### src/rtl/valu_fold.sv
// valu_fold: folded vector ALU. A warp instruction of SOFT_THREAD lanes is
// captured once, then executed HARD_THREAD lanes per cycle over NBEAT beats.
// The result goes either to register writeback (out_valid_o/out_ready_i) or
// to the SIMT stack as a not-taken mask (out2simt_valid_o/out2simt_ready_i).
// Handshakes: a transfer happens on a clk edge where valid and ready are both
// high; valid and its payload hold steady until that edge.
// Optional feature macro: VALU_FOLD_SKIP_EN skips lane groups whose mask bits
// are all zero (never for VMERGE or SIMT-stack ops).
// dbg_state_o exposes the FSM state (0 IDLE, 1 EXEC, 2 DONE).

`ifndef NUM_THREAD
`define NUM_THREAD 8
`endif
`ifndef XLEN
`define XLEN 32
`endif
`ifndef DEPTH_WARP
`define DEPTH_WARP 3
`endif
`ifndef REGIDX_WIDTH
`define REGIDX_WIDTH 5
`endif
`ifndef REGEXT_WIDTH
`define REGEXT_WIDTH 3
`endif
`ifndef FN_ADD
`define FN_ADD      6'd0
`define FN_SL       6'd1
`define FN_SEQ      6'd2
`define FN_SNE      6'd3
`define FN_XOR      6'd4
`define FN_SR       6'd5
`define FN_OR       6'd6
`define FN_AND      6'd7
`define FN_SUB      6'd10
`define FN_SRA      6'd11
`define FN_SLT      6'd12
`define FN_SGE      6'd13
`define FN_SLTU     6'd14
`define FN_SGEU     6'd15
`define FN_MAX      6'd16
`define FN_MIN      6'd17
`define FN_MAXU     6'd18
`define FN_MINU     6'd19
`define FN_VMANDNOT 6'd24
`define FN_VMORNOT  6'd25
`define FN_VMNAND   6'd26
`define FN_VMNOR    6'd27
`define FN_VMXNOR   6'd28
`define FN_VID      6'd32
`define FN_VMERGE   6'd33
`endif

module valu_fold #(
    parameter int SOFT_THREAD = `NUM_THREAD,
    parameter int HARD_THREAD = `NUM_THREAD/4
) (
    input  logic                                      clk,
    input  logic                                      rst,
    input  logic                                      in_valid_i,
    output logic                                      in_ready_o,
    input  logic [SOFT_THREAD*`XLEN-1:0]              in1_i,
    input  logic [SOFT_THREAD*`XLEN-1:0]              in2_i,
    input  logic [SOFT_THREAD-1:0]                    mask_i,
    input  logic [5:0]                                ctrl_alu_fn_i,
    input  logic                                      ctrl_reverse_i,
    input  logic                                      ctrl_simt_stack_i,
    input  logic [`DEPTH_WARP-1:0]                    ctrl_wid_i,
    input  logic [`REGIDX_WIDTH+`REGEXT_WIDTH-1:0]    ctrl_reg_idxw_i,
    input  logic                                      ctrl_wvd_i,
    output logic                                      out_valid_o,
    input  logic                                      out_ready_i,
    output logic [SOFT_THREAD*`XLEN-1:0]              wb_wvd_rd_o,
    output logic [SOFT_THREAD-1:0]                    wvd_mask_o,
    output logic                                      wvd_o,
    output logic [`REGIDX_WIDTH+`REGEXT_WIDTH-1:0]    reg_idxw_o,
    output logic [`DEPTH_WARP-1:0]                    warp_id_o,
    output logic                                      out2simt_valid_o,
    input  logic                                      out2simt_ready_i,
    output logic [SOFT_THREAD-1:0]                    if_mask_o,
    output logic [`DEPTH_WARP-1:0]                    wid_o,
    output logic [1:0]                                dbg_state_o
);

    localparam int XL    = `XLEN;
    localparam int NBEAT = SOFT_THREAD / HARD_THREAD;
    localparam int BW    = (NBEAT > 1) ? $clog2(NBEAT) : 1;
    localparam int SHW   = $clog2(XL);
    localparam int IDXW  = `REGIDX_WIDTH + `REGEXT_WIDTH;

    localparam logic [1:0] S_IDLE = 2'd0;
    localparam logic [1:0] S_EXEC = 2'd1;
    localparam logic [1:0] S_DONE = 2'd2;

    generate
        if (SOFT_THREAD % HARD_THREAD != 0) begin : g_bad_cfg
            $error("valu_fold: SOFT_THREAD must be a multiple of HARD_THREAD");
        end
    endgenerate

    logic [1:0]                state_q, state_d;
    logic [BW-1:0]             beat_q, beat_d;
    logic [SOFT_THREAD*XL-1:0] in1_q, in1_d, in2_q, in2_d;
    logic [SOFT_THREAD-1:0]    mask_q, mask_d;
    logic [5:0]                fn_q, fn_d;
    logic                      rev_q, rev_d, simt_q, simt_d, wvd_q, wvd_d;
    logic [`DEPTH_WARP-1:0]    wid_q, wid_d;
    logic [IDXW-1:0]           idx_q, idx_d;
    logic [SOFT_THREAD*XL-1:0] res_q, res_d;
    logic [SOFT_THREAD-1:0]    wm_q, wm_d, ifm_q, ifm_d;

    // One ALU lane: returns {cmp, result}; compares return the flag as data.
    function automatic logic [XL:0] lane_alu(input logic [5:0] fn,
                                             input logic [XL-1:0] a,
                                             input logic [XL-1:0] b,
                                             input logic m,
                                             input logic [XL-1:0] sidx);
        logic [XL-1:0] r;
        logic          c;
        r = '0;
        c = 1'b0;
        case (fn)
            `FN_ADD:      r = a + b;
            `FN_SUB:      r = a - b;
            `FN_SL:       r = a << b[SHW-1:0];
            `FN_SR:       r = a >> b[SHW-1:0];
            `FN_SRA:      r = $unsigned($signed(a) >>> b[SHW-1:0]);
            `FN_AND:      r = a & b;
            `FN_OR:       r = a | b;
            `FN_XOR:      r = a ^ b;
            `FN_SLT:      c = $signed(a) < $signed(b);
            `FN_SLTU:     c = a < b;
            `FN_SEQ:      c = a == b;
            `FN_SNE:      c = a != b;
            `FN_SGE:      c = $signed(a) >= $signed(b);
            `FN_SGEU:     c = a >= b;
            `FN_MAX:      r = ($signed(a) > $signed(b)) ? a : b;
            `FN_MIN:      r = ($signed(a) < $signed(b)) ? a : b;
            `FN_MAXU:     r = (a > b) ? a : b;
            `FN_MINU:     r = (a < b) ? a : b;
            `FN_VMANDNOT: r = ~a & b;
            `FN_VMORNOT:  r = ~a | b;
            `FN_VMNAND:   r = ~(a & b);
            `FN_VMNOR:    r = ~(a | b);
            `FN_VMXNOR:   r = ~(a ^ b);
            `FN_VID:      r = sidx;
            `FN_VMERGE:   r = m ? a : b;
            default:      r = '0;
        endcase
        r = r | XL'(c);
        return {c, r};
    endfunction

    // Next-state: issue capture, one lane group per EXEC cycle, DONE handshake.
    always_comb begin : p_next
        int               s;
        logic [XL-1:0]    op_a;
        logic [XL-1:0]    op_b;
        logic [XL:0]      alu;
        logic             skip_ok;
        logic             skip_in;
        logic             found_nxt;
        logic             last;
        logic [BW-1:0]    nxt_beat;
        logic [BW-1:0]    first_beat;
        logic [NBEAT-1:0] grp_nz_q;
        logic [NBEAT-1:0] grp_nz_i;

        state_d = state_q;  beat_d = beat_q;
        in1_d   = in1_q;    in2_d  = in2_q;   mask_d = mask_q;
        fn_d    = fn_q;     rev_d  = rev_q;   simt_d = simt_q;
        wvd_d   = wvd_q;    wid_d  = wid_q;   idx_d  = idx_q;
        res_d   = res_q;    wm_d   = wm_q;    ifm_d  = ifm_q;
        s = 0; op_a = '0; op_b = '0; alu = '0; last = 1'b0;

`ifdef VALU_FOLD_SKIP_EN
        skip_ok = (fn_q != `FN_VMERGE) && !simt_q;
        skip_in = (ctrl_alu_fn_i != `FN_VMERGE) && !ctrl_simt_stack_i;
`else
        skip_ok = 1'b0;
        skip_in = 1'b0;
`endif

        // Group occupancy and the first/next non-empty group.
        for (int g = 0; g < NBEAT; g++) begin
            grp_nz_q[g] = |mask_q[g*HARD_THREAD +: HARD_THREAD];
            grp_nz_i[g] = |mask_i[g*HARD_THREAD +: HARD_THREAD];
        end
        first_beat = '0;
        found_nxt  = 1'b0;
        nxt_beat   = '0;
        for (int g = NBEAT - 1; g >= 0; g--) begin
            if (grp_nz_i[g]) first_beat = BW'(g);
            if (g > int'(beat_q) && grp_nz_q[g]) begin
                found_nxt = 1'b1;
                nxt_beat  = BW'(g);
            end
        end

        case (state_q)
            S_IDLE: begin
                if (in_valid_i) begin
                    in1_d   = in1_i;            in2_d  = in2_i;
                    mask_d  = mask_i;           fn_d   = ctrl_alu_fn_i;
                    rev_d   = ctrl_reverse_i;   simt_d = ctrl_simt_stack_i;
                    wvd_d   = ctrl_wvd_i;       wid_d  = ctrl_wid_i;
                    idx_d   = ctrl_reg_idxw_i;
                    res_d   = '0;  wm_d = '0;  ifm_d = '0;
                    beat_d  = skip_in ? first_beat : '0;
                    state_d = S_EXEC;
                end
            end
            S_EXEC: begin
                for (int j = 0; j < HARD_THREAD; j++) begin
                    s    = int'(beat_q) * HARD_THREAD + j;
                    op_a = rev_q ? in2_q[s*XL +: XL] : in1_q[s*XL +: XL];
                    op_b = rev_q ? in1_q[s*XL +: XL] : in2_q[s*XL +: XL];
                    alu  = lane_alu(fn_q, op_a, op_b, mask_q[s], XL'(s));
                    if (skip_ok && !grp_nz_q[beat_q]) begin
                        // Only reachable for an all-zero mask: the single EXEC beat.
                        res_d[s*XL +: XL] = '0;
                        wm_d[s]           = 1'b0;
                        ifm_d[s]          = 1'b0;
                    end else begin
                        res_d[s*XL +: XL] = alu[XL-1:0];
                        wm_d[s]           = (fn_q == `FN_VMERGE) ? 1'b1 : mask_q[s];
                        ifm_d[s]          = ~alu[XL];
                    end
                end
                last = skip_ok ? !found_nxt : (beat_q == BW'(NBEAT - 1));
                if (last) begin
                    state_d = S_DONE;
                    beat_d  = '0;
                end else begin
                    beat_d  = skip_ok ? nxt_beat : beat_q + BW'(1);
                end
            end
            S_DONE: begin
                if (simt_q) begin
                    if (out2simt_ready_i) state_d = S_IDLE;
                end else if (wvd_q) begin
                    if (out_ready_i) state_d = S_IDLE;
                end else begin
                    state_d = S_IDLE;
                end
            end
            default: state_d = S_IDLE;
        endcase
    end

    // State and datapath registers; reset clears everything visible.
    always_ff @(posedge clk) begin
        if (rst) begin
            state_q <= S_IDLE;  beat_q <= '0;
            in1_q   <= '0;      in2_q  <= '0;  mask_q <= '0;
            fn_q    <= '0;      rev_q  <= 1'b0; simt_q <= 1'b0;
            wvd_q   <= 1'b0;    wid_q  <= '0;  idx_q  <= '0;
            res_q   <= '0;      wm_q   <= '0;  ifm_q  <= '0;
        end else begin
            state_q <= state_d; beat_q <= beat_d;
            in1_q   <= in1_d;   in2_q  <= in2_d; mask_q <= mask_d;
            fn_q    <= fn_d;    rev_q  <= rev_d; simt_q <= simt_d;
            wvd_q   <= wvd_d;   wid_q  <= wid_d; idx_q  <= idx_d;
            res_q   <= res_d;   wm_q   <= wm_d;  ifm_q  <= ifm_d;
        end
    end

    assign in_ready_o       = (state_q == S_IDLE);
    assign out_valid_o      = (state_q == S_DONE) && wvd_q && !simt_q;
    assign out2simt_valid_o = (state_q == S_DONE) && simt_q;
    assign wb_wvd_rd_o      = res_q;
    assign wvd_mask_o       = wm_q;
    assign wvd_o            = wvd_q;
    assign reg_idxw_o       = idx_q;
    assign warp_id_o        = wid_q;
    assign if_mask_o        = ifm_q;
    assign wid_o            = wid_q;
    assign dbg_state_o      = state_q;

endmodule

### config.mk
export PLATFORM = sky130hd
export DESIGN_NAME = valu_fold
export DESIGN_NICKNAME = d
export VERILOG_FILES = /design/src/rtl/valu_fold.sv
export SDC_FILE = /design/constraint.sdc
export NUM_CORES = 2
export LEC_CHECK = 0
export ABC_AREA = 1
export CAP_MARGIN = 25
export CORE_MARGIN = 5
export CORE_UTILIZATION = 25
export DETAILED_ROUTE_END_ITERATION = 10
export GPL_TIMING_DRIVEN = 1
export PLACE_DENSITY_LB_ADDON = 0.12
export SYNTH_ARGS = -nofsm -noshare
export SYNTH_HDL_FRONTEND = slang
export SYNTH_SLANG_ARGS = --single-unit
### constraint.sdc
create_clock -name clk -period 12.3 [get_ports clk]
set_input_delay 3.69 -clock clk [delete_from_list [all_inputs] [get_ports clk]]
set_output_delay 3.69 -clock clk [all_outputs]
set_load 0.005 [all_outputs]
# Word-level counts from Yosys, hierarchy flattened
# Cells that the tools add are included.
dict set report totals {
  regBits 816
  output_inout_bits 292
  inputBits 545
}
dict set report op_classes {
  shift 14
  n_reduce_logical 12
  addsub 8
  magnitude_cmp 16
  muxes 57
  bitwise_logic 22
  eq_ne 35
}
# op n
set ops {}
lappend ops {{$pmux 32 s19} 2}
lappend ops {{$bwmux 256} 2}
lappend ops {{$mux 256} 2}
lappend ops {{$mux 32} 16}
lappend ops {{$pmux 256 s2} 1}
lappend ops {{$shift 32x33->256 const A} 2}
lappend ops {{$shiftx 256x10->32} 2}
lappend ops {{$shiftx 256x9->32} 2}
lappend ops {{$shiftx 32x33->256} 2}
lappend ops {{$not 32->32} 8}
lappend ops {{$and 32x32->32} 4}
lappend ops {{$ge 32x32->1} 4}
lappend ops {{$gt 32x32->1} 4}
lappend ops {{$lt 32x32->1} 4}
lappend ops {{$or 32x32->32} 4}
lappend ops {{$add 32x32->32} 2}
lappend ops {{$eq 32x32->1} 2}
lappend ops {{$ne 32x32->1} 2}
lappend ops {{$or 32x1->32} 2}
lappend ops {{$shl 32x5->32} 2}
lappend ops {{$shr 32x5->32} 2}
lappend ops {{$sshr 32x5->32} 2}
lappend ops {{$sub 32x32->32} 2}
lappend ops {{$xor 32x32->32} 2}
lappend ops {{39 further kinds} 87}

# Longest topological paths before layout
dict set report logic_depth {
  word_depth 12
  depth_mapped 33
}

# Least setup slack after synthesis
# Ideal clock, no wire load.
dict set report synth_timing {
  path_kind {input-to-reg}
  startpoint {input port in_valid_i}
  endpoint {register in2_q[109]}
  t_required_ns 12.236
  setup_ns 0.064
  setup_slack_ns 7.398
  arrival_time_ns 4.838
  stages 6
  path_cell_list {nand2_1 clkbuf_1 clkbuf_1 clkbuf_1 o21ai_0 nor2_1}
}
dict set report synth_via {
  elab_chain_len 1
}
# item line
set synth_rtl {}
lappend synth_rtl {{start: declaration} 60} ;# input logic in_valid_i,
lappend synth_rtl {{$reduce_and 2->1 (no line)} n/a}
lappend synth_rtl {{end signal: assignment} 261} ;# in1_q <= in1_d; in2_q <= in2_d; mask_q <= mask_d;
lappend synth_rtl {{end: declaration} 103} ;# logic [SOFT_THREAD*XL-1:0] in1_q, in1_d, in2_q, in2_d;
# No other way between the ends.
# A chain may end at the register's enable or synchronous reset.

# Worst setup path after layout
dict set report layout_timing {
  startpoint {register beat_q[0]}
  endpoint {register res_q[233], in the netlist wb_wvd_rd_o[233]}
}
dict set report layout_via {
  elab_chain_len 12
}
# item line
set layout_rtl {}
lappend layout_rtl {{start: declaration} 102} ;# logic [BW-1:0] beat_q, beat_d;
lappend layout_rtl {{start signal: assignment} 260} ;# state_q <= state_d; beat_q <= beat_d;
lappend layout_rtl {{branches (longest 10 deep; another with $lt 32x32->1)} n/a}
lappend layout_rtl {{$bwmux 256 *} 225} ;# res_d[s*XL +: XL] = alu[XL-1:0];
lappend layout_rtl {{$pmux 256 s2 *} 200} ;# case (state_q)
lappend layout_rtl {{end signal: assignment} 264} ;# res_q <= res_d; wm_q <= wm_d; ifm_q <= ifm_d;
lappend layout_rtl {{end: declaration} 109} ;# logic [SOFT_THREAD*XL-1:0] res_q, res_d;
# Every way passes the cells marked *. The select of a mux whose other input is x is not followed.

==> impl_results.md <==
* Hold_ws at 456 ps
* Top sig layer: met5
* Final setup fails at 0
* Area contributors post-synth: dfxtp_1 (27%), nand2_1 (16%), nand3_1 (12%), nor2_1 (9.9%), o21ai_0 (7.3%)
* Detailed-route via count at 75400
* Footprint of the multi-input gates at 39700 µm²
* Comb pwr share at 0.520
* Max_slew headroom at 0.0353
* Final Hold Fails at 0
* Worst path max stage delay at 840 ps
* Port bufs at 836
* Synth warn at 0
* Num ports at 837
* Worst-path clk slew at 60 ps
* Status: completed
* Post-Syn Nets at 11100
* H-tree Lvls at 3
* Routed wl met3 at 32.5 mm
* Worst-margin pin slew at 1450 ps
* Synth top area share at 0.266
* CTS tree: done
* Sw Share at 0.507
* Skew-Pair Late Insertion Delay at 800 ps
* # Post-CTS Setup Buffers at 0
* Die area at 255000 µm²
* Flops & latches, synth at 816
* Core area at 244000 µm²
* WL/cell at 28.9 µm
* Unrepaired setup endpoints after global routing: false
* Initial antenna violation count at 54
* Flop pwr share at 0.237
* VDD IR max at 0.000116 V
* Clock Skew at 75.6 ps
* Drt total wl at 406 mm
* Total negative slack at 0 ps
* Part of the cycle the worst path needs at 0.653
* Vias per cell at 5.37
* DR WL met2 at 182 mm
* Gr usage total at 0.301
* Pint at 6.19 mW
* TritonCTS buffer count at 100
* Mapped cell area at 61300 µm²
* Number of flops mapped to enable cells by yosys at 0
* CP required at 12860 ps
* Starting density of the core at 0.252
* Max-slew violation count at 0
* PD cells at 166 nW/µm²
* Register area share after synthesis at 0.266
* Post-CTS Resized at 0
* Switch Pwr at 6.36 mW
* GPL Wtd Cong at 1.01
* CTS Hold Bufs at 0
* Async SR Flop Fraction at 0
* Min Tclk post-route at 8030 ps
* Row count at 181
* Vias in the first global route at 70800
* CP top delay family: simple AND/OR/NAND/NOR gates
* Synth area leader: dfxtp_1
* WP buf/inv at 7
* Hpwl dp at 312 mm
* CP endpoint kind: flip-flop
* First-pass GRT wire length at 558 mm
* Critical Path AT at 8590 ps
* Distinct cells, synth at 56
* CTS Root Cell: clkbuf_16
* Share of layout cells above drive strength 1 at 0.0541
* DRT iter0 DRCs at 8201
* Static Leak at 31.5 nW
* Remaining global-route overflow at 0
* Final core utilization at 0.310
* Setup crit start kind: flip-flop
* Syn Area/Cell at 5.94 µm²
* Die X at 505 µm
* Worst min-delay path class: reg2reg
* Syn-to-layout area delta at 23.3%
* DRC at 0
* Pre-antenna DRT Iters at 7
* MaxCap Viol Count at 0
* CP Max Fanout at 75
* Clock power share at 0.243
* Clock sinks at 816
* Maximum clock path buffer count at 3
* Met1 WL at 172 mm
* F_max at 125 MHz
* Layout filler cell count at 27300
* Largest net degree at the start of global routing at 229
* WS Path Type: reg2reg
* Syn Inst Count at 10300
* Final ANT Viol Nets at 0
* Final nets at 11600
* Sequential Area at 16300 µm²
* Crit path max-delay cell type: buf_4
* Die Y at 505 µm
* Top_reg_cell synth: dfxtp_1
[cells in the final DEF (no fill, tap or decap), types with 19 or more instances in the layout]
cell type,instances
nor3_1,59
nand2_2,31
nor2_1,1602
o21ai_0,889
clkbuf_1,25
clkbuf_16,101
o211ai_1,120
nand2_1,2604
o21bai_1,19
o21ai_2,33
ha_1,262
nand3_1,1504
nor2_2,19
or2_2,22
a21oi_1,586
o22ai_1,43
dfxtp_1,813
buf_4,181
nand3_2,23
clkbuf_8,28
diode_2,19
inv_1,493
inv_2,40
nand4_1,160
clkdlybuf4s50_1,835
o21ai_4,20
o21ai_1,71
[sequential cells by signal (all words and copies together), names as in the netlist]
name         flops
wb_wvd_rd_o    256
if_mask_o        8
mask_q           8
simt_q           1
fn_q             6
warp_id_o        3
beat_q           2
reg_idxw_o       8
in1_q          256
rev_q            1
in2_q          256
wvd_o            1
dbg_state_o      2
wvd_mask_o       8
[synth_stat cells (all sizes together) (4+ instances only)]
cell	number
o22ai	43
clkinv	6
nand3b	16
a22oi	5
clkbuf	386
fa	4
or2	22
inv	539
dfxtp	816
nor3	64
o21ai	1013
a21oi	591
a21boi	7
o211ai	120
and3	4
o221ai	5
o21a	17
nand4	160
and2	13
nor2	1635
xor2	6
a211oi	10
o2111ai	18
a31oi	8
nand2	2644
o21bai	19
nor4	17
buf	323
ha	262
nand3	1527
[worst min-delay path, delay by kind of cell, from the launching register on]
kind	cells	cell delay (ps)
buffers and inverters	1	60
DFF	1	290
AOI/OAI and AO/OA	1	50
[worst paths after layout]
check / start / end / slack, ps / cells after the start
setup reg to reg: beat_q[0] / wb_wvd_rd_o[233] / 4270 / 30
hold reg to reg: mask_q[1] / mask_q[1] / 460 / 2
setup / recovery: beat_q[0] / wb_wvd_rd_o[233] / 4270 / 30
hold / removal: mask_q[1] / mask_q[1] / 460 / 2
[per-stage QoR]
stage | instance area, µm² | worst slack (ps) | total power [mW] | instances
after detailed placement | 72100 | 4490 | 9.40 | 13800
final | 75600 | 4270 | 12.5 | 14000
after floorplan | 61300 | 7400 | 6.74 | 10300
after global placement | 72000 | 4530 | 9.40 | 13800
after global routing | 75500 | 3770 | 13.2 | 14000
after CTS | 75500 | 4450 | 12.5 | 14000
[layout make-up]
| type | count | share of cell area |
|---|---|---|
| Clock inverter | 27 | 0.00510 |
| Timing Repair Buffer | 1031 | 0.132 |
| Sequential cell | 816 | 0.216 |
| Clock buffer | 153 | 0.0396 |
| Tap cell | 3202 | 0.0530 |
| Multi-Input combinational cell | 8245 | 0.526 |
| Inverter | 545 | 0.0276 |
| Antenna cell | 19 | 0.000629 |
[cell families (layout without fill, tap and decap cells)]
family                   Yosys count  after routing  synth area share
AO/OA/AOI/OAI                   1868           1868             0.168
XOR/XNOR                           6              6          0.000857
adder cells (fa/ha/maj)          266            266            0.0548
buffers and inverters           1254           1756            0.0884
flip-flops                       816            816             0.266
other                              0             19                 0
AND/OR/NAND/NOR                 6105           6105             0.421
[power groups by stage]
stage               Combinational (mW)  Sequential, mW  Clock [mW]
finish                            6.53            2.98        3.04
global route                      6.95            3.00        3.22
CTS                               6.38            2.98        3.12
detailed placement                6.37            3.03           0
global placement                  6.37            3.03           0
floorplan                         3.76            2.98           0
[routing by layer]
metal / up-vias / GRT usage
met2: 3452 / 0.484
met4: 50 / 0.121
met1: 36200 / 0.393
met5: - / 0
li1: 35100 / -
met3: 622 / 0.0634
Note: power is estimated with default switching activity, not from simulation.
